## src/rtl/bin_to_bcd_if.sv

```systemverilog
// bin_to_bcd_if: start/operand request and BCD result signals of the binary-to-BCD converter
interface bin_to_bcd_if #(parameter int IN_WIDTH = 14);
  logic start;
  logic [IN_WIDTH-1:0] bin_in;
  logic busy;
  logic done;
  logic overflow;
  logic [15:0] bcd_out;
  modport master(output start, bin_in, input busy, done, overflow, bcd_out);
  modport slave(input start, bin_in, output busy, done, overflow, bcd_out);
endinterface

```

## src/rtl/bin_to_bcd_seq.sv

```systemverilog
// bin_to_bcd_seq: sequential double-dabble converter, IN_WIDTH bits to four BCD digits.
// Define BCD_SATURATE_EN to clamp values above 9999 to 16'h9999 instead of keeping value mod 10000.
module bin_to_bcd_seq #(
  parameter int IN_WIDTH = 14
) (
  input logic clock,
  input logic reset_n,
  bin_to_bcd_if.slave bus
);
  typedef enum logic [1:0] {IDLE, SHIFT, DONE} state_t;
  state_t state, state_nxt;
  logic [IN_WIDTH-1:0] sreg, sreg_nxt;
  logic [15:0] scratch, scratch_nxt, adj, shifted, result, bcd, bcd_nxt;
  logic [4:0] cnt, cnt_nxt;
  logic ovf_cap, ovf_cap_nxt, ovf, ovf_nxt;
  for (genvar d = 0; d < 4; d++) begin : g_adj
    assign adj[4*d+:4] = scratch[4*d+:4] >= 4'd5 ? scratch[4*d+:4] + 4'd3 : scratch[4*d+:4];
  end
  // The bit leaving the thousands digit is dropped, so the result is naturally value mod 10000.
  assign shifted = {adj[14:0], sreg[IN_WIDTH-1]};
`ifdef BCD_SATURATE_EN
  assign result = ovf_cap ? 16'h9999 : shifted;
`else
  assign result = shifted;
`endif
  always_comb begin
    state_nxt = state;
    sreg_nxt = sreg;
    scratch_nxt = scratch;
    cnt_nxt = cnt;
    ovf_cap_nxt = ovf_cap;
    bcd_nxt = bcd;
    ovf_nxt = ovf;
    case (state)
      IDLE: if (bus.start) begin
        state_nxt = SHIFT;
        sreg_nxt = bus.bin_in;
        scratch_nxt = '0;
        cnt_nxt = 5'(IN_WIDTH);
        ovf_cap_nxt = bus.bin_in > IN_WIDTH'(9999);
      end
      SHIFT: begin
        sreg_nxt = sreg << 1;
        scratch_nxt = shifted;
        cnt_nxt = cnt - 5'd1;
        if (cnt == 5'd1) begin
          state_nxt = DONE;
          bcd_nxt = result;
          ovf_nxt = ovf_cap;
        end
      end
      DONE: state_nxt = IDLE;
      default: state_nxt = IDLE;
    endcase
  end
  always_ff @(posedge clock or negedge reset_n) begin
    if (!reset_n) begin
      state <= IDLE;
      sreg <= '0;
      scratch <= '0;
      cnt <= '0;
      ovf_cap <= 1'b0;
      bcd <= '0;
      ovf <= 1'b0;
    end else begin
      state <= state_nxt;
      sreg <= sreg_nxt;
      scratch <= scratch_nxt;
      cnt <= cnt_nxt;
      ovf_cap <= ovf_cap_nxt;
      bcd <= bcd_nxt;
      ovf <= ovf_nxt;
    end
  end
  assign bus.busy = state == SHIFT;
  assign bus.done = state == DONE;
  assign bus.bcd_out = bcd;
  assign bus.overflow = ovf;
endmodule

```

## src/flat_wrapper.sv

```systemverilog
// flat-port wrapper written by rule: the top's interface ports become plain ports
module bin_to_bcd_seq_flat 
#(
  parameter int IN_WIDTH = 14
)
  (clock, reset_n, bus_start, bus_bin_in, bus_busy, bus_done, bus_overflow, bus_bcd_out);
  bin_to_bcd_if #(.IN_WIDTH(IN_WIDTH)) bus_i ();
  input logic clock;
  input logic reset_n;
  input wire logic [$bits(bus_i.start)-1:0] bus_start;
  input wire logic [$bits(bus_i.bin_in)-1:0] bus_bin_in;
  output wire logic [$bits(bus_i.busy)-1:0] bus_busy;
  output wire logic [$bits(bus_i.done)-1:0] bus_done;
  output wire logic [$bits(bus_i.overflow)-1:0] bus_overflow;
  output wire logic [$bits(bus_i.bcd_out)-1:0] bus_bcd_out;
  assign bus_i.start = bus_start;
  assign bus_i.bin_in = bus_bin_in;
  assign bus_busy = bus_i.busy;
  assign bus_done = bus_i.done;
  assign bus_overflow = bus_i.overflow;
  assign bus_bcd_out = bus_i.bcd_out;
  bin_to_bcd_seq #(.IN_WIDTH(IN_WIDTH)) u_core (.clock(clock), .reset_n(reset_n), .bus(bus_i));
endmodule
```

## config.mk

```make
export PLATFORM = sky130hd
export DESIGN_NAME = bin_to_bcd_seq_flat
export DESIGN_NICKNAME = d
export VERILOG_FILES = /design/src/rtl/bin_to_bcd_if.sv /design/src/rtl/bin_to_bcd_seq.sv /design/src/flat_wrapper.sv
export SDC_FILE = /design/constraint.sdc
export NUM_CORES = 1
export LEC_CHECK = 0
export CORE_ASPECT_RATIO = 1.5
export CORE_MARGIN = 1
export CORE_UTILIZATION = 55
export DETAILED_ROUTE_END_ITERATION = 7
export PLACE_DENSITY = 0.8
export SLEW_MARGIN = 20
export SYNTH_ARGS = -nofsm -noshare
export SYNTH_HDL_FRONTEND = slang
export SYNTH_SLANG_ARGS = --single-unit
export TNS_END_PERCENT = 1
```

## constraint.sdc

```tcl
create_clock -name clock -period 1.91 [get_ports clock]
set_clock_uncertainty 0.1 [all_clocks]
set_input_delay 0.382 -clock clock [delete_from_list [all_inputs] [get_ports clock]]
set_output_delay 0.382 -clock clock [all_outputs]
set_load 0.05 [all_outputs]
```

Word-level counts from Yosys, hierarchy flattened
Index checks and enable logic that the tools add are counted.
W data, S select, Z words.
{"block": "classes", "muxes": 13, "n_bitwise": 0, "n_eq_ne": 5, "div_mod_pow": 0, "n_shift": 0, "n_addsub": 5, "n_reduce_logical": 6, "n_lt_le_gt_ge": 5, "multipliers": 0}
{"op": "$pmux W16 S2", "count": 1}
{"op": "$pmux W14 S2", "count": 1}
{"op": "$ge A4 B3 Y1 const B", "count": 4}
{"op": "$mux W16", "count": 1}
{"op": "$gt A14 B14 Y1 const B", "count": 1}
{"op": "$mux W14", "count": 1}
{"op": "$add A4 B2 Y4 const B", "count": 3}
{"op": "$mux W4", "count": 3}
{"op": "$pmux W5 S2", "count": 1}
{"op": "$reduce_and A2 Y1", "count": 4}
{"op": "$eq A5 B1 Y1 const B", "count": 1}
{"op": "$mux W5", "count": 1}
{"op": "$sub A5 B1 Y5 const B", "count": 1}
{"op": "$mux W2", "count": 2}
{"op": "$pmux W2 S2", "count": 1}
{"op": "$add A3 B2 Y3 const B", "count": 1}
{"op": "$mux W3", "count": 1}
{"op": "$eq A2 B1 Y1 const B", "count": 1}
{"op": "$eq A2 B2 Y1 const B", "count": 1}
{"op": "$logic_not A2 Y1", "count": 1}
{"op": "$ne A2 B1 Y1 const B", "count": 1}
{"op": "$ne A2 B2 Y1 const B", "count": 1}
{"op": "$reduce_bool A2 Y1", "count": 1}
{"block": "word_totals", "register_bits": 55, "elab_cells": 41, "memories": 0, "romBits": 0, "out_inout_bits": 19, "latch_bits": 0, "ram_bits": 0}

Logic depth before layout (Yosys ltp)
{"block": "depth", "word_depth": 3, "depth_mapped": 7, "mapped_depth_nobuf": 6}

Worst setup path after synthesis
No wires, ideal clock.
{"block": "synth_timing", "path_kind": "reg2out", "from": "reg u_core.state[1]", "to": "out bus_done", "stages_incl_launch_ff": 3, "setup_slack_ns": 0.039, "n_path_buf": 1, "arrival_time_ns": 1.389, "path_cell_list": "dfrtp_1 -> clkbuf_1 -> nor2b_1"}
{"block": "synth_via", "elab_chain_cells": 1}
{"element": "start, declared", "line": "bin_to_bcd_seq.sv:11", "source": "state_t state, state_nxt;"}
{"element": "start signal, assigned", "line": "bin_to_bcd_seq.sv:66", "source": "state <= state_nxt;"}
{"element": "$eq A2 B2 Y1", "line": "bin_to_bcd_seq.sv:76", "source": "assign bus.done = state == DONE;"}
{"element": "end, declared", "line": "flat_wrapper.sv:13", "source": "output wire logic [$bits(bus_i.done)-1:0] bus_done;"}
No other way between the ends.

Worst setup path in the final report
{"block": "layout_timing", "from": "reg u_core.state[1]", "to": "out bus_busy"}
{"block": "layout_via", "elab_chain_cells": 1}
{"element": "$eq A2 B1 Y1", "line": "bin_to_bcd_seq.sv:75", "source": "assign bus.busy = state == SHIFT;"}
{"element": "end, declared", "line": "flat_wrapper.sv:12", "source": "output wire logic [$bits(bus_i.busy)-1:0] bus_busy;"}
No other way between the ends.

==> results_tabular.tex <==
\begin{tabular}{lr}
\hline
Metric & Value \\
\hline
\multicolumn{2}{l}{\textbf{Outcome}} \\
\quad Status & finished clean \\
\multicolumn{2}{l}{\textbf{Critical path}} \\
\quad CP Class & reg -> out \\
\quad Reg2Reg Capture Point & u\_core.scratch[10] \\
\quad Data required time of the critical path & 1.43 ns \\
\quad Start point of the critical path & u\_core.state[1] \\
\quad Arrival time of the worst setup path & 1.32 ns \\
\quad Worst flop-to-flop path startpoint & u\_core.scratch[8] \\
\quad Count of cells along the worst register-to-register path & 6 \\
\quad CP max FO & 9 \\
\quad Worst Setup EP & bus\_busy \\
\quad Worst R2R Setup Slack & 0.14 ns \\
\quad CP Launch Type & flop \\
\quad Type of element capturing the critical path & output pin \\
\multicolumn{2}{l}{\textbf{Clocking}} \\
\quad CTS root buf & clkbuf\_8 \\
\quad TritonCTS Buffers & 5 \\
\quad H-tree depth & 2 \\
\quad Buffers inserted during post-CTS setup optimization & 0 \\
\quad Clock latency reported for the late side of the worst-skew pair & 0.31 ns \\
\quad Clock tree from TritonCTS & yes \\
\quad Buffers from clock root to sink, at most & 2 \\
\quad Sinks on Clock Net & 55 \\
\quad Clock Pin Slew Worst Setup and Hold Paths & 0.09 ns \\
\multicolumn{2}{l}{\textbf{Pwr}} \\
\quad Max rail drop VDD & 1.13 mV \\
\quad Reg power frac & 0.373 \\
\quad Clock power frac & 0.116 \\
\quad Internal power & 3.09 mW \\
\quad Power density normalized to cell area & 1690 nW/µm² \\
\quad Part of the total power dissipated in combinational logic & 0.511 \\
\quad Static leakage & 1.47 nW \\
\quad Net Switching & 2.43 mW \\
\quad Sw frac & 0.441 \\
\multicolumn{2}{l}{\textbf{Timing}} \\
\quad Clock period minus worst slack & 1.80 ns \\
\quad Max-slew headroom at the worst pin & 0.767 \\
\quad Share of the clock period used by the worst path after layout & 0.942 \\
\quad Achievable frequency & 0.556 GHz \\
\quad Final sum of negative setup slack & 0 ns \\
\quad Endpoints failing setup & 0 \\
\quad Hold violation count in the final report & 0 \\
\quad Number of max-slew violations in the final report & 0 \\
\quad RSZ-0062 raised after global routing & false \\
\quad Actual slew at the worst max-slew pin & 0.345 ns \\
\multicolumn{2}{l}{\textbf{Detailed routing}} \\
\quad Remaining number of nets flagged by the antenna check after routing & 0 \\
\quad Vias & 2040 \\
\quad Violation count after the first detailed-route iteration & 97 \\
\quad Average vias per placed instance & 5.48 \\
\quad Detailed-routing iteration count for the pre-antenna-repair pass & 5 \\
\quad Routed wire length & 5240 µm \\
\quad Final routed wire length divided by cell count & 14.1 µm \\
\quad DR DRC count & 0 \\
\multicolumn{2}{l}{\textbf{Finish}} \\
\quad Final Core Density & 0.708 \\
\quad Antenna diodes & 0 \\
\quad Final cell area excluding filler cells & 3270 µm² \\
\quad Fillers & 371 \\
\quad Net count reported at finish & 335 \\
\quad Synth-to-layout area growth & 21.3\% \\
\quad Share of final-layout standard cells stronger than drive strength 1 & 0.214 \\
\multicolumn{2}{l}{\textbf{GRT}} \\
\quad Maximum number of pins on one net before global-route repair & 56 \\
\quad Grt ovf & 0 \\
\quad Number of global-route vias before repair & 2034 \\
\quad Total global routing track utilization & 0.231 \\
\quad Antenna violations before repair & 0 \\
\quad Global-route wire length before repair & 8950 µm \\
\multicolumn{2}{l}{\textbf{Worst hold path}} \\
\quad Path class of the lowest-slack min-delay path & reg -> reg \\
\quad Number of cells on the worst hold path & 2 \\
\multicolumn{2}{l}{\textbf{Yosys}} \\
\quad Sequential element share of the synthesized area & 0.511 \\
\quad Per-instance average area after synthesis & 10.2 µm² \\
\quad Synth Register Bits & 55 \\
\quad Syn Inst Count & 263 \\
\quad Number of warnings issued by yosys & 0 \\
\quad Async SR Flop Fraction & 1.00 \\
\quad Post-synth design cell area & 2700 µm² \\
\quad Number of different library cells in the post-synthesis netlist & 37 \\
\quad Number of synthesized flops with an enable pin & 0 \\
\quad Leading register cell type out of synthesis & dfrtp\_1 \\
\quad Net Count, Synth & 290 \\
\multicolumn{2}{l}{\textbf{Placed design}} \\
\quad Area after detailed placement & 3170 µm² \\
\quad Count of input and output buffers & 35 \\
\quad Half-perimeter wire length after detailed placement & 3830 µm \\
\quad Final Wtd Congestion & 0.741 \\
\multicolumn{2}{l}{\textbf{Floorplan}} \\
\quad Width of the die & 59.2 µm \\
\quad Number of top-level design ports & 36 \\
\quad Starting density of the core & 0.584 \\
\quad Area inside the core boundary & 4620 µm² \\
\quad Die extent in y & 87.7 µm \\
\quad Area of the die & 5190 µm² \\
\quad Number of rows in the core area & 30 \\
\multicolumn{2}{l}{\textbf{Flow run}} \\
\quad MaxCap Viol Count & 0 \\
\hline
\end{tabular}
-- state kept, by name (all words and copies together) (netlist names) --
name,cells
u_core.bus.bcd_out,16
u_core.scratch,16
u_core.sreg,14
u_core.cnt,5
u_core.state,2
u_core.bus.overflow,1
u_core.ovf_cap,1
-- final cells by class --
type	count	area, µm²	share of cell area
flip-flops and latches	55	1380	0.421
multi-input cells	184	1210	0.371
repair buffers	50	467	0.143
clock buffers	6	82.6	0.0253
well taps	64	80.1	0.0245
inverters	12	46.3	0.0142
clock inverters	1	5.00	0.00153
-- synth_stat cells (2+ instances only) --
library cell  instances  area (µm²)
nand2_1              30         113
a22oi_1              11        82.6
nor4_1                2        12.5
mux2i_1               3        30.0
clkbuf_1              6        22.5
dfrtp_1              55        1380
a21oi_1              22         110
nor2b_1              13        81.3
xnor2_1               4        35.0
a22o_1                3        26.3
or3b_2                4        35.0
o21ai_0              36         180
nor3b_1               3        22.5
a31oi_1               5        31.3
ha_1                 10         125
nor3_1                5        25.0
nand2b_1              5        31.3
mux2_4                2        30.0
buf_2                 4        20.0
nand3_1               2        10.0
o21ai_2              10        87.6
mux2_2                4        45.0
inv_1                10        37.5
-- through the flow --
stage | instances | power (mW) | setup slack (ns) | hold slack [ns]
4_1_cts | 372 | 5.57 | 0.0478 | 0.386
6_report | 372 | 5.52 | 0.111 | 0.380
3_3_place_gp | 364 | 4.82 | 0.0977 | 0.302
2_1_floorplan | 263 | 4.05 | 0.0387 | -0.0136
3_5_place_dp | 364 | 4.92 | 0.0397 | 0.300
5_1_grt | 372 | 5.95 | 0.00778 | 0.402
-- power by group through the flow --
| stage | combinational [mW] | clock, mW | sequential, mW |
|---|---|---|---|
| 3_3_place_gp | 2.75 | 0 | 2.07 |
| 4_1_cts | 2.85 | 0.659 | 2.06 |
| 3_5_place_dp | 2.84 | 0 | 2.08 |
| 6_report | 2.82 | 0.641 | 2.06 |
| 2_1_floorplan | 1.54 | 0 | 2.51 |
| 5_1_grt | 3.12 | 0.700 | 2.14 |
-- placed cells by master, fill, tap and decap left out, types with 2 or more instances in the layout --
master	n
o21ai_0	36
clkdlybuf4s50_1	15
nand2b_1	5
nor4_1	2
nand3_1	2
o21ai_2	10
a22o_1	3
dfrtp_1	55
ha_1	10
clkbuf_8	6
nand2_1	30
mux2_4	2
nor3b_1	3
or3b_2	4
inv_1	10
nor3_1	5
buf_12	4
a21oi_1	22
xnor2_1	4
clkinv_2	2
a31oi_1	5
nor2b_1	13
buf_4	28
a22oi_1	11
mux2i_1	3
mux2_2	4
-- metal layers --
| layer | GRT usage | part of all wire | vias to the layer above |
|---|---|---|---|
| met5 | 0 | 0 | - |
| met4 | 0.0931 | 0.014 | 0 |
| met3 | 0.0399 | 0.027 | 6 |
| met2 | 0.415 | 0.55 | 36 |
| met1 | 0.267 | 0.41 | 976 |
| li1 | - | - | 1022 |
-- worst min path at each step --
stage                            from                     end  slack [ns]
6_report       u_core.bus.bcd_out[12]  u_core.bus.bcd_out[12]        0.38
5_1_grt         u_core.bus.bcd_out[1]   u_core.bus.bcd_out[1]        0.40
4_1_cts        u_core.bus.bcd_out[12]  u_core.bus.bcd_out[12]        0.39
3_5_place_dp                  reset_n          u_core.sreg[2]        0.30
3_3_place_gp                  reset_n  u_core.bus.bcd_out[13]        0.30
2_1_floorplan                 reset_n   u_core.bus.bcd_out[0]       -0.01
-- worst max-delay path: stages (launching register included) --
cell and delay [ns]:
dfrtp_1 0.38, nand2b_2 0.22, inv_2 0.11, buf_6 0.16
buf_12 0.14
-- timing repair --
action	CTS	global route
hold endpoints to repair	55	0
endpoints found under the setup margin	0	1
resized for setup	0	1
hold buffers	1	0
-- cells by family after synthesis --
kind of cell	share of synthesized area
mux	0.0432
fa+ha+maj	0.0464
buf+inv	0.0399
flops	0.511
simple gates	0.144
compound gates	0.203
xor+xnor	0.0130
Note: power is estimated with default switching activity, not from simulation.
